--- config.mk ---
export PLATFORM = sky130hd
export DESIGN_NAME = ctl_round
export DESIGN_NICKNAME = d
export VERILOG_FILES = /design/src/rtl/dh_pkg.sv /design/src/rtl/bcd_cnt2.sv /design/src/rtl/ctl_round.sv
export SDC_FILE = /design/constraint.sdc
export NUM_CORES = 1
export LEC_CHECK = 0
export ABC_CLOCK_PERIOD_IN_PS = 8400
export BUFFER_PORTS_ARGS = -buffer_cell sky130_fd_sc_hd__buf_2
export CORE_MARGIN = 5
export CORE_UTILIZATION = 35
export CTS_BUF_LIST = sky130_fd_sc_hd__clkbuf_4 sky130_fd_sc_hd__clkbuf_8
export DETAILED_ROUTE_END_ITERATION = 8
export SLEW_MARGIN = 10
export SYNTH_ARGS = -nofsm -noshare
export SYNTH_HDL_FRONTEND = slang
export SYNTH_SLANG_ARGS = --single-unit
--- constraint.sdc ---
create_clock -name clk -period 8.4 [get_ports clk]
set_clock_uncertainty 0.2 [all_clocks]
set_input_delay 1.68 -clock clk [delete_from_list [all_inputs] [get_ports clk]]
set_output_delay 1.68 -clock clk [all_outputs]
set_load 0.02 [all_outputs]
--- src/rtl/dh_pkg.sv ---
// Shared types and widths for the Duck Hunt game-flow control blocks.
package dh_pkg;

  typedef enum logic [2:0] {
    IDLE,
    LAUNCH,
    FLY,
    HIT_PAUSE,
    ESC_PAUSE,
    ROUND_END,
    GAME_OVER
  } round_state_t;

  localparam int unsigned FRAME_CNT_W = 10;
  localparam int unsigned BCD_W       = 4;

endpackage

--- src/rtl/bcd_cnt2.sv ---
// Two-digit BCD counter with synchronous load and increment; holds at 99.
module bcd_cnt2
  import dh_pkg::*;
(
  input  logic               clk,
  input  logic               rst,
  input  logic               load,
  input  logic [2*BCD_W-1:0] load_val,
  input  logic               inc,
  output logic [2*BCD_W-1:0] q
);

  logic [BCD_W-1:0] tens_q, tens_d;
  logic [BCD_W-1:0] units_q, units_d;

  // Next digits: load wins over increment; increment stops at 99.
  always_comb begin
    tens_d  = tens_q;
    units_d = units_q;
    if (load) begin
      {tens_d, units_d} = load_val;
    end else if (inc && !(tens_q == BCD_W'(9) && units_q == BCD_W'(9))) begin
      if (units_q == BCD_W'(9)) begin
        units_d = '0;
        tens_d  = tens_q + BCD_W'(1);
      end else begin
        units_d = units_q + BCD_W'(1);
      end
    end
  end

  // Digit registers.
  always_ff @(posedge clk or posedge rst) begin
    if (rst) begin
      tens_q  <= '0;
      units_q <= '0;
    end else begin
      tens_q  <= tens_d;
      units_q <= units_d;
    end
  end

  assign q = {tens_q, units_q};

endmodule

--- src/rtl/ctl_round.sv ---
// Duck Hunt game-flow controller: ammo, ducks, hits and round tracking.
module ctl_round
  import dh_pkg::*;
#(
  parameter int unsigned AMMO_PER_DUCK   = 3,
  parameter int unsigned DUCKS_PER_ROUND = 10,
  parameter int unsigned HITS_TO_PASS    = 6,
  parameter int unsigned FLY_FRAMES      = 600,
  parameter int unsigned PAUSE_FRAMES    = 60
)(
  input  logic       clk,
  input  logic       rst,
  input  logic       start,
  input  logic       new_frame,
  input  logic       shot_fired,
  input  logic       hit,
  output logic       duck_spawn,
  output logic       duck_flee,
  output logic       reset_score,
  output logic       game_over,
  output logic [3:0] hits_in_round,
  output logic [3:0] ammo_digit,
  output logic [7:0] round_bcd
);

  localparam logic [3:0]             AMMO_INIT = 4'(AMMO_PER_DUCK);
  localparam logic [3:0]             DUCKS_LIM = 4'(DUCKS_PER_ROUND);
  localparam logic [3:0]             HITS_LIM  = 4'(HITS_TO_PASS);
  localparam logic [FRAME_CNT_W-1:0] FLY_LIM   = FRAME_CNT_W'(FLY_FRAMES);
  localparam logic [FRAME_CNT_W-1:0] PAUSE_LIM = FRAME_CNT_W'(PAUSE_FRAMES);

  round_state_t           state_q, state_d;
  logic [FRAME_CNT_W-1:0] frame_q, frame_d, frame_inc;
  logic [3:0]             ammo_q, ammo_d, ammo_dec;
  logic [3:0]             duck_q, duck_d;
  logic [3:0]             hits_q, hits_d;
  logic                   spawn_q, spawn_d;
  logic                   flee_q, flee_d;
  logic                   rs_q, rs_d;
  logic                   go_q, go_d;
  logic                   pause_done;
  logic                   round_load, round_inc;

  // Next state and counters; a state change always clears the frame counter,
  // so a new_frame on the transition edge is not counted by the new state.
  always_comb begin
    state_d    = state_q;
    ammo_d     = ammo_q;
    duck_d     = duck_q;
    hits_d     = hits_q;
    round_load = 1'b0;
    round_inc  = 1'b0;
    frame_inc  = frame_q + FRAME_CNT_W'(1);
    ammo_dec   = (shot_fired && ammo_q != '0) ? ammo_q - 4'd1 : ammo_q;
    pause_done = new_frame && (frame_inc == PAUSE_LIM);
    case (state_q)
      IDLE, GAME_OVER: begin
        if (start) begin
          state_d    = LAUNCH;
          round_load = 1'b1;
          hits_d     = '0;
          duck_d     = '0;
        end
      end
      LAUNCH: begin
        state_d = FLY;
        ammo_d  = AMMO_INIT;
        duck_d  = duck_q + 4'd1;
      end
      FLY: begin
        ammo_d = ammo_dec;
        if (hit) begin
          hits_d  = (hits_q == '1) ? hits_q : hits_q + 4'd1;
          state_d = HIT_PAUSE;
        end else if (ammo_dec == '0 || (new_frame && frame_inc == FLY_LIM)) begin
          state_d = ESC_PAUSE;
        end
      end
      HIT_PAUSE, ESC_PAUSE: begin
        if (pause_done) begin
          state_d = (duck_q == DUCKS_LIM) ? ROUND_END : LAUNCH;
        end
      end
      ROUND_END: begin
        if (pause_done) begin
          if (hits_q >= HITS_LIM) begin
            state_d   = LAUNCH;
            round_inc = 1'b1;
            hits_d    = '0;
            duck_d    = '0;
          end else begin
            state_d = GAME_OVER;
          end
        end
      end
      default: state_d = IDLE;
    endcase
    if (state_d != state_q) begin
      frame_d = '0;
    end else if (new_frame) begin
      frame_d = frame_inc;
    end else begin
      frame_d = frame_q;
    end
  end

  // Registered-output decode from the current and next state.
  always_comb begin
    spawn_d = (state_q == LAUNCH);
    flee_d  = (state_d == ESC_PAUSE);
    rs_d    = start && (state_q == IDLE || state_q == GAME_OVER);
    go_d    = (state_d == GAME_OVER);
  end

  // State, counter and output registers.
  always_ff @(posedge clk or posedge rst) begin
    if (rst) begin
      state_q <= IDLE;
      frame_q <= '0;
      ammo_q  <= '0;
      duck_q  <= '0;
      hits_q  <= '0;
      spawn_q <= 1'b0;
      flee_q  <= 1'b0;
      rs_q    <= 1'b0;
      go_q    <= 1'b0;
    end else begin
      state_q <= state_d;
      frame_q <= frame_d;
      ammo_q  <= ammo_d;
      duck_q  <= duck_d;
      hits_q  <= hits_d;
      spawn_q <= spawn_d;
      flee_q  <= flee_d;
      rs_q    <= rs_d;
      go_q    <= go_d;
    end
  end

  bcd_cnt2 u_round (
    .clk      (clk),
    .rst      (rst),
    .load     (round_load),
    .load_val (8'h01),
    .inc      (round_inc),
    .q        (round_bcd)
  );

  assign duck_spawn    = spawn_q;
  assign duck_flee     = flee_q;
  assign reset_score   = rs_q;
  assign game_over     = go_q;
  assign hits_in_round = hits_q;
  assign ammo_digit    = ammo_q;

endmodule
# --- Yosys cells after proc, flatten, opt, wreduce, memory -nomap -nowiden ---
# Cells that the tools add are included.
op_classes:
  order_cmp: 1
  muxes: 30
  eq_ne: 20
  reduce_logical: 23
  addsub: 6
ops:
  columns: ["operator", "n"]
  rows:
  - ["2-to-1 mux 4 bit", 12]
  - ["one-hot mux 4 bit (3 select lines)", 2]
  - ["2-to-1 mux 3 bit", 7]
  - ["2-to-1 mux 10 bit", 2]
  - ["adder 4 x 1 -> 4 bit (second input constant)", 4]
  - ["== test 4 bit (second input constant)", 4]
  - ["== test 3 bit (second input constant)", 5]
  - ["one-hot mux 3 bit (5 select lines)", 1]
  - ["adder 10 x 1 -> 10 bit (second input constant)", 1]
  - ["== test 10 bit (second input constant)", 1]
  - ["== test 10 x 6 -> 1 bit (second input constant)", 1]
  - ["inequality test 2 bit (second input constant)", 5]
  - ["one-hot mux 4 bit (2 select lines)", 1]
  - ["nonzero test 2 bit", 4]
  - ["== test 3 x 2 -> 1 bit (second input constant)", 2]
  - ["logical AND 1 bit", 6]
  - ["AND reduction 6 bit", 1]
  - ["nonzero test 3 bit", 2]
  - ["2-to-1 mux 1 bit", 5]
  - [">= comparator 4 x 3 -> 1 bit (second input constant)", 1]
  - ["logical NOT 4 bit", 1]
  - ["AND reduction 4 bit", 1]
  - ["nonzero test 4 bit", 1]
  - ["OR reduction 2 bit", 2]
  - ["7 further kinds", 8]
totals:
  output_inout_bits: 20
  wordCells: 91
  inputBits: 6
  reg_bits: 37

# --- Longest topological paths before layout ---
# Gate-level depths: netlist of run 1.
depth:
  word_depth: 10
  depth_mapped: 9
  ltp_nobuf: 9

# --- By module ---
# A second synthesis of run 1 with hierarchy kept.
unflattened:
  cells_unflattened: 298
  hier_area_um2: 2662.6
by_module_without_submodules:
  columns: ["mod", "instances", "seq_area_each_um2", "cells_each", "area_per_inst_um2"]
  rows:
  - ["ctl_round", 1, 725.7, 243, 2148.3]
  - ["bcd_cnt2", 1, 200.2, 55, 514.2]

# --- Worst setup path before layout of run 1 ---
# Ideal clock, no wire load.
synth_timing:
  path_type: "input to register"
  start: "input new_frame"
  end: "register frame_q[0]"
  path_slack_ns: 5.020
  required_ns: 8.056
  arrival_time_ns: 3.037
  stages: 6
  cell_sequence: "buf_6 > o311ai_1 > nor3_1 > a211oi_1 > nor3_1 > nor3_1"
synth_between:
  elab_chain_cells: 7
synth_rtl:
  columns: ["element", "line_no", "source"]
  rows:
  - ["start, declared", "ctl_round.sv:14", "input logic new_frame,"]
  - ["logical AND 1 bit", "ctl_round.sv:75", "end else if (ammo_dec == '0 || (new_frame && frame_inc == FLY_LIM)) begin"]
  - ["logical OR 1 bit", "ctl_round.sv:75", null]
  - ["2-to-1 mux 3 bit", "ctl_round.sv:75", null]
  - ["2-to-1 mux 3 bit", "ctl_round.sv:72", "if (hit) begin"]
  - ["one-hot mux 3 bit (5 select lines)", "ctl_round.sv:56", "case (state_q)"]
  - ["inequality test 3 bit", "ctl_round.sv:98", "if (state_d != state_q) begin"]
  - ["2-to-1 mux 10 bit / nonzero test 2 bit (equally long branches)", null, null]
  - ["end signal, assigned", "ctl_round.sv:129", "frame_q <= frame_d;"]
  - ["end, declared", "ctl_round.sv:33", "logic [FRAME_CNT_W-1:0] frame_q, frame_d, frame_inc;"]
# Parallel ways exist; a longest one is shown, timed or not.
# A chain may end at the register's enable or synchronous reset.

# --- Worst setup path in the final report of run 1 ---
layout_timing:
  start: "input new_frame"
  end: "register frame_q[2]"
# The elaborated chain is that of the path after synthesis.

==> qor.csv, run 1 <==
stage,metric,value,unit
logic_synthesis,Synth Flop Type,dfrtp_1,
job,max-cap violation count,0,
clock_network,# hold bufs at CTS,0,
drt,routed vias,2010,
global_route,first-pass GRT wire length,8.894,mm
worst_setup_path,max incr delay on CP,0.57,ns
clock_network,CTS Root Cell,clkbuf_8,
sta,worst hold margin,0.3480,ns
logic_synthesis,Async SR Flop Fraction,100.0,%
clock_network,Clock Path Buffers,2,
cells_and_area,multi-input gate area in the final layout,1391,um^2
global_route,Tot GR Track Use,12.72,%
clock_network,Num CTS Buffers,5,
sta,Max Slew Vio Count,0,
logic_synthesis,register area share after synthesis,37.93,%
place,Place WS,4.545,ns
drt,Vias/cell,5.050,
drt,Avg WL per Cell,13.10,um
worst_setup_path,"critical path, cell by cell",buf_2 -> o311ai_1 -> nor3_1 -> a211oi_1 -> nor3_1 -> nor3_1,
logic_synthesis,Mapped Area,2441,um^2
worst_setup_path,startpoint class of the critical path,input port,
logic_synthesis,synth unique cells,61,
worst_setup_path,CP arrival,3.55,ns
cells_and_area,final core utilization,40.57,%
drt,DR WL met3,134,um
sta,worst-margin pin slew,0.9769,ns
cells_and_area,share of layout cells above drive strength 1,17.22,%
drt,M1 WL,2.613,mm
drt,DRC Markers,0,
clock_network,# clock sinks,37,
clock_network,number of H-tree levels,2,
clock_network,Worst-path clk slew,0.08,ns
place,dpl cells,390,
die,Initial Util,35.93,%
worst_setup_path,"Slowest-stage cell, CP",nor3_1,
power_and_ir_drop,total power per unit cell area,224.2,nW/um^2
cells_and_area,fin nets,316,
sta,slack of the critical path,4.805,ns
clock_network,Post-CTS Setup Bufs,0,
logic_synthesis,Yosys reg bits,37,
clock_network,CTS tree,yes,
worst_setup_path,crit end category,register,
clock_network,Clock Latency Late Sink,0.29,ns
clock_network,count of cells resized by post-cts repair,0,
sta,relative slew slack,33.84,%
sta,Max Fclk,0.2782,GHz
drt,max layer used,met4,
global_route,vias in the first global route,1825,
logic_synthesis,Synth Warn #,0,
die,core box area,6794,um^2
power_and_ir_drop,leakage power,1.269,nW
drt,Initial DRT Pass Iterations,4,
place,gpl congestion,0.8658,
worst_hold_path,worst min-delay path category,reg2reg,
power_and_ir_drop,Final Power,0.6179,mW
power_and_ir_drop,Peak VDD IR,79.72,uV
cells_and_area,Sequential Area,925.9,um^2
drt,Post-DRT Antenna Nets,0,
logic_synthesis,syn_area_per_cell,8.909,um^2
sta,Setup-failing EPs final,0,
cells_and_area,Syn-to-layout area delta,12.92,%
sta,fin crit share,42.79,%
global_route,largest net degree at the start of global routing,38,
drt,met2 wire len,2.333,mm
die,Die Height,93.52,um
die,Die X,93.52,um
run_status,status,finished clean,
cells_and_area,Finished Cell Area,2756,um^2
sta,Final Hold Vio Count,0,
die,Die Area,8745,um^2
global_route,grt ovf,0,
die,I/O pin count,26,
sta,RSZ-0062 raised after global routing,no,
sta,Post-Route Setup TNS,0,ns
worst_setup_path,CP most frequent cell,nor3_1,
worst_setup_path,Critical Path RT,8.35,ns
cells_and_area,ant diodes,0,
cells_and_area,filler-free cell count of the finished design,398,
worst_setup_path,crit-path max FO,7,
place,placed inst area,2623,um^2
global_route,initial antenna violation count,0,
logic_synthesis,Post-Synthesis Cells,274,
sta,Period minus WS final,3.595,ns
logic_synthesis,"EDFF count, synth",0,
worst_setup_path,Crit Path Category,in2reg,
cells_and_area,fill cell total of the finished layout,683,
place,Final HPWL DP,3.809,mm
die,Rows,30,
drt,DR iter-0 viols,191,
place,I/O Buffers,25,
drt,final WL,5.213,mm
logic_synthesis,syn nets,289,
==> critical path: cells and delay by family <==
kind / cells / cell delay, ns
AO/OA/AOI/OAI: 2 / 0.48
buffers and inverters: 1 / 0.17
AND/OR/NAND/NOR: 3 / 1.21
==> per-layer routing <==
layer,up-vias,track usage [%]
met4,0,5.617
li1,1035,-
met5,-,0
met1,940,17.24
met2,27,19.30
met3,8,2.816
==> report_power, final <==
part	internal [mW]	switching, mW	total, mW
logic	0.0743	0.0956	0.170
clock network	0.118	0.0680	0.186
registers	0.207	0.0546	0.262
total	0.400	0.218	0.618
==> layout by cell type, fill, tap and decap left out, types with 2 or more instances in the layout <==
cell       netlist  layout
mux2i_1          2       2
o21ai_0         19      19
and3b_1          2       2
a21oi_1         14      14
nand4_1          4       4
xnor2_1          5       5
xor2_1          10      10
nand2b_1         6       6
clkbuf_8         3       5
a211oi_1         2       2
a31o_2           2       2
a311oi_1         2       2
and2_1           2       2
nand2_1         22      22
a21o_1           3       3
buf_2            0      25
nor3_1          13      13
nand3_1         12      12
dfrtp_1         37      37
and3_1           3       3
a221o_1          2       2
or3_1            5       5
buf_4            0       2
nand3b_1         4       4
nor2_1          33      33
nor2b_1          4       4
ha_1             9       9
bufinv_16        0       2
o31ai_1          3       3
nor4_1           2       2
o211a_1          2       2
a2bb2oi_1        2       2
inv_1           12      12
==> cell families after synthesis <==
logic type | after synthesis | synth area share, %
multiplexers | 3 | 1.281
AND/OR/NAND/NOR | 128 | 28.50
AO/OA/AOI/OAI | 63 | 17.22
XOR/XNOR | 15 | 5.382
flip-flops | 37 | 37.93
buffers and inverters | 19 | 5.074
adder cells (fa/ha/maj) | 9 | 4.613
==> registers in the layout, summed over array words and instances, names as in the netlist <==
name,flops
ammo_digit,4
game_over,1
duck_flee,1
reset_score,1
u_round.tens_q,4
u_round.units_q,4
frame_q,10
duck_q,4
state_q,3
hits_in_round,4
duck_spawn,1
==> path summary, 6_finish.rpt <==
| path | slack, ns | from | cells after the start | to |
|---|---|---|---|---|
| worst max-delay path | 4.81 | new_frame | 6 | frame_q[2] |
| worst min-delay path | 0.35 | duck_q[1] | 2 | duck_q[1] |
| worst max register to register | 5.05 | frame_q[0] | 8 | frame_q[2] |
| worst min register to register | 0.35 | duck_q[1] | 2 | duck_q[1] |
| max in group asynchronous | 6.38 | rst | 3 | ammo_digit[3] |
| min in group asynchronous | 1.28 | rst | 3 | u_round.units_q[3] |
==> synthesized netlist by cell type (all sizes together) (2+ instances only) <==
| library cell | instances | area share (%) |
|---|---|---|
| a211oi | 2 | 0.61 |
| a21o | 4 | 1.3 |
| a21oi | 15 | 3.2 |
| a221o | 2 | 0.82 |
| a2bb2oi | 2 | 0.72 |
| a311oi | 2 | 0.72 |
| a31o | 2 | 0.72 |
| and2 | 3 | 0.82 |
| and3 | 4 | 1.1 |
| and3b | 2 | 0.72 |
| buf | 3 | 1.4 |
| clkbuf | 4 | 1.8 |
| dfrtp | 37 | 38 |
| ha | 9 | 4.6 |
| inv | 12 | 1.8 |
| mux2i | 2 | 0.82 |
| nand2 | 23 | 3.6 |
| nand2b | 7 | 2.1 |
| nand3 | 13 | 2.9 |
| nand3b | 4 | 1.2 |
| nand4 | 4 | 1.0 |
| nor2 | 33 | 5.1 |
| nor2b | 4 | 1.0 |
| nor3 | 13 | 2.7 |
| nor4 | 3 | 1.4 |
| o211a | 2 | 0.82 |
| o21ai | 20 | 4.3 |
| o31ai | 3 | 0.92 |
| or3 | 5 | 1.3 |
| xnor2 | 5 | 1.8 |
| xor2 | 10 | 3.6 |
==> layout make-up <==
| class | instances | area share, % |
|---|---|---|
| multi-input combinational | 218 | 50.48 |
| sequential | 37 | 33.59 |
| timing repair buffer | 27 | 5.084 |
| tap | 96 | 4.358 |
| clock buffer | 5 | 2.497 |
| clock inverter | 3 | 2.360 |
| inverter | 12 | 1.634 |
No activity file was read; power rests on OpenSTA's default activity.
==> run 2: changes to the inputs <==
ABC_CLOCK_PERIOD_IN_PS = 3700   (was 8400)
clock period = 3.7 ns   (was 8.4 ns; I/O delays follow)
==> qor.csv, run 2 (same netlist as run 1, synthesis figures left out) <==
stage,metric,value,unit
worst_setup_path,"critical path, cell by cell",nand3_1 -> or3_1 -> a2111o_1 -> nor3_1 -> a211oi_1 -> nor3_1 -> nor3_1,
cells_and_area,fin nets,316,
worst_setup_path,Critical Path RT,3.65,ns
die,Rows,30,
worst_setup_path,RR Endpoint,frame_q[5],
worst_hold_path,Hold EP,hits_in_round[3],
cells_and_area,share of layout cells above drive strength 1,17.22,%
clock_network,Num CTS Buffers,5,
clock_network,number of H-tree levels,2,
drt,routed vias,2107,
global_route,Tot GR Track Use,12.89,%
cells_and_area,"commonest non-fill, non-tap cell in the layout",dfrtp_1,
place,gpl congestion,0.9370,
worst_setup_path,R2R cell count,7,
drt,Initial DRT Pass Iterations,4,
cells_and_area,Syn-to-layout area delta,10.97,%
job,max-cap violation count,0,
die,core box area,6794,um^2
die,Die X,93.52,um
die,Die Height,93.52,um
place,I/O Buffers,25,
worst_hold_path,Hold Crit Start,hits_in_round[3],
worst_setup_path,max incr delay on CP,0.56,ns
worst_setup_path,crit-path max FO,11,
sta,fin crit share,87.52,%
drt,final WL,5.459,mm
worst_hold_path,WHS Path Cells,1,
worst_setup_path,crit end category,register,
worst_setup_path,Crit Path Category,reg2reg,
sta,Max Slew Vio Count,0,
place,Final HPWL DP,4.026,mm
cells_and_area,final core utilization,39.87,%
power_and_ir_drop,Peak VDD IR,167.3,uV
clock_network,# hold bufs at CTS,0,
worst_setup_path,startpoint class of the critical path,register,
sta,Final Hold Vio Count,0,
die,I/O pin count,26,
clock_network,Post-CTS Setup Bufs,0,
drt,DRC Markers,0,
worst_setup_path,worst r2r src,frame_q[2],
clock_network,count of cells resized by post-cts repair,0,
sta,Max Fclk,0.3088,GHz
sta,Setup-failing EPs final,0,
worst_hold_path,worst min-delay path category,reg2reg,
die,Initial Util,35.93,%
global_route,first-pass GRT wire length,9.052,mm
worst_setup_path,Worst R2R Setup Slack,0.46,ns
sta,Post-Route Setup TNS,0,ns
global_route,largest net degree at the start of global routing,20,
sta,relative slew slack,36.66,%
clock_network,CTS Root Cell,clkbuf_8,
clock_network,CTS tree,yes,
cells_and_area,max reg flops,10,
cells_and_area,Top reg by flops,frame_q,
sta,worst-margin pin slew,0.9354,ns
cells_and_area,ant diodes,0,
global_route,grt ovf,0,
clock_network,# clock sinks,37,
global_route,vias in the first global route,1895,
drt,Vias/cell,5.294,
cells_and_area,most frequent cells in the layout,"37 x dfrtp_1, 33 x nor2_1, 25 x buf_2",
die,Die Area,8745,um^2
worst_setup_path,CP most frequent cell,nor3_1,
power_and_ir_drop,total power per unit cell area,470.7,nW/um^2
drt,Avg WL per Cell,13.72,um
power_and_ir_drop,leakage power,1.250,nW
clock_network,Clock Latency Late Sink,0.29,ns
clock_network,Clock Path Buffers,2,
clock_network,Worst-path clk slew,0.07,ns
worst_setup_path,"Slowest-stage cell, CP",dfrtp_1,
run_status,status,finished clean,
worst_setup_path,CP arrival,3.19,ns
drt,Post-DRT Antenna Nets,0,
sta,Period minus WS final,3.238,ns
sta,RSZ-0062 raised after global routing,no,
drt,DR iter-0 viols,149,
global_route,initial antenna violation count,0,
## run 2: cell types whose count changed in the layout (fill, tap and decap cells not counted)
cell,before,now
clkbuf_4,0,1
bufinv_16,2,0
clkinv_2,1,2
## run 2: worst max-delay path: cells and delay by family (launching register included)
family	cells	cell delay, ns
AOI/OAI and AO/OA	2	0.68
DFF	1	0.56
and+or+nand+nor	5	1.65
## run 2: worst max-delay path by stage
stage / from / end
after global placement: frame_q[2] / frame_q[2]
after CTS: frame_q[2] / frame_q[5]
final: frame_q[2] / frame_q[5]
after floorplan: frame_q[2] / frame_q[0]
after detailed placement: frame_q[2] / frame_q[5]
after global routing: frame_q[0] / frame_q[4]
## run 2: per-stage QoR
| step | instance area, um^2 | power [mW] | hold slack, ns | cells | setup WS [ns] |
|---|---|---|---|---|---|
| CTS | 2709 | 1.288 | 0.3403 | 398 | 0.4802 |
| global route | 2709 | 1.373 | 0.3692 | 398 | 0.07868 |
| floorplan | 2441 | 0.9201 | 0.3007 | 274 | 1.031 |
| finish | 2709 | 1.275 | 0.3406 | 398 | 0.4617 |
| global placement | 2623 | 0.9823 | 0.3235 | 390 | 0.5875 |
| detailed placement | 2623 | 0.9946 | 0.3280 | 390 | 0.4872 |
## run 2: report_power, final
group / internal, mW / leakage (nW) / switching, mW
clock: 0.138 / 0.0484 / 0.149
sequential: 0.471 / 0.467 / 0.119
combinational: 0.169 / 0.734 / 0.228
total: 0.778 / 1.25 / 0.497
## run 2: final cells by class
class / count / area (um^2)
multi-input combinational: 218 / 1391
clock buffer: 6 / 76.32
sequential: 37 / 925.9
tap: 96 / 120.1
inverter: 12 / 45.04
clock inverter: 2 / 10.01
fill: 689 / 4085
timing repair buffer: 27 / 140.1
## run 2: layer usage
| metal | GRT usage [%] | part of all wire (%) | up-vias |
|---|---|---|---|
| li1 | - | - | 1035 |
| met1 | 17.11 | 48 | 1008 |
| met2 | 20.55 | 46 | 54 |
| met3 | 2.735 | 4.4 | 10 |
| met4 | 4.762 | 1.8 | 0 |
| met5 | 0 | 0 | - |
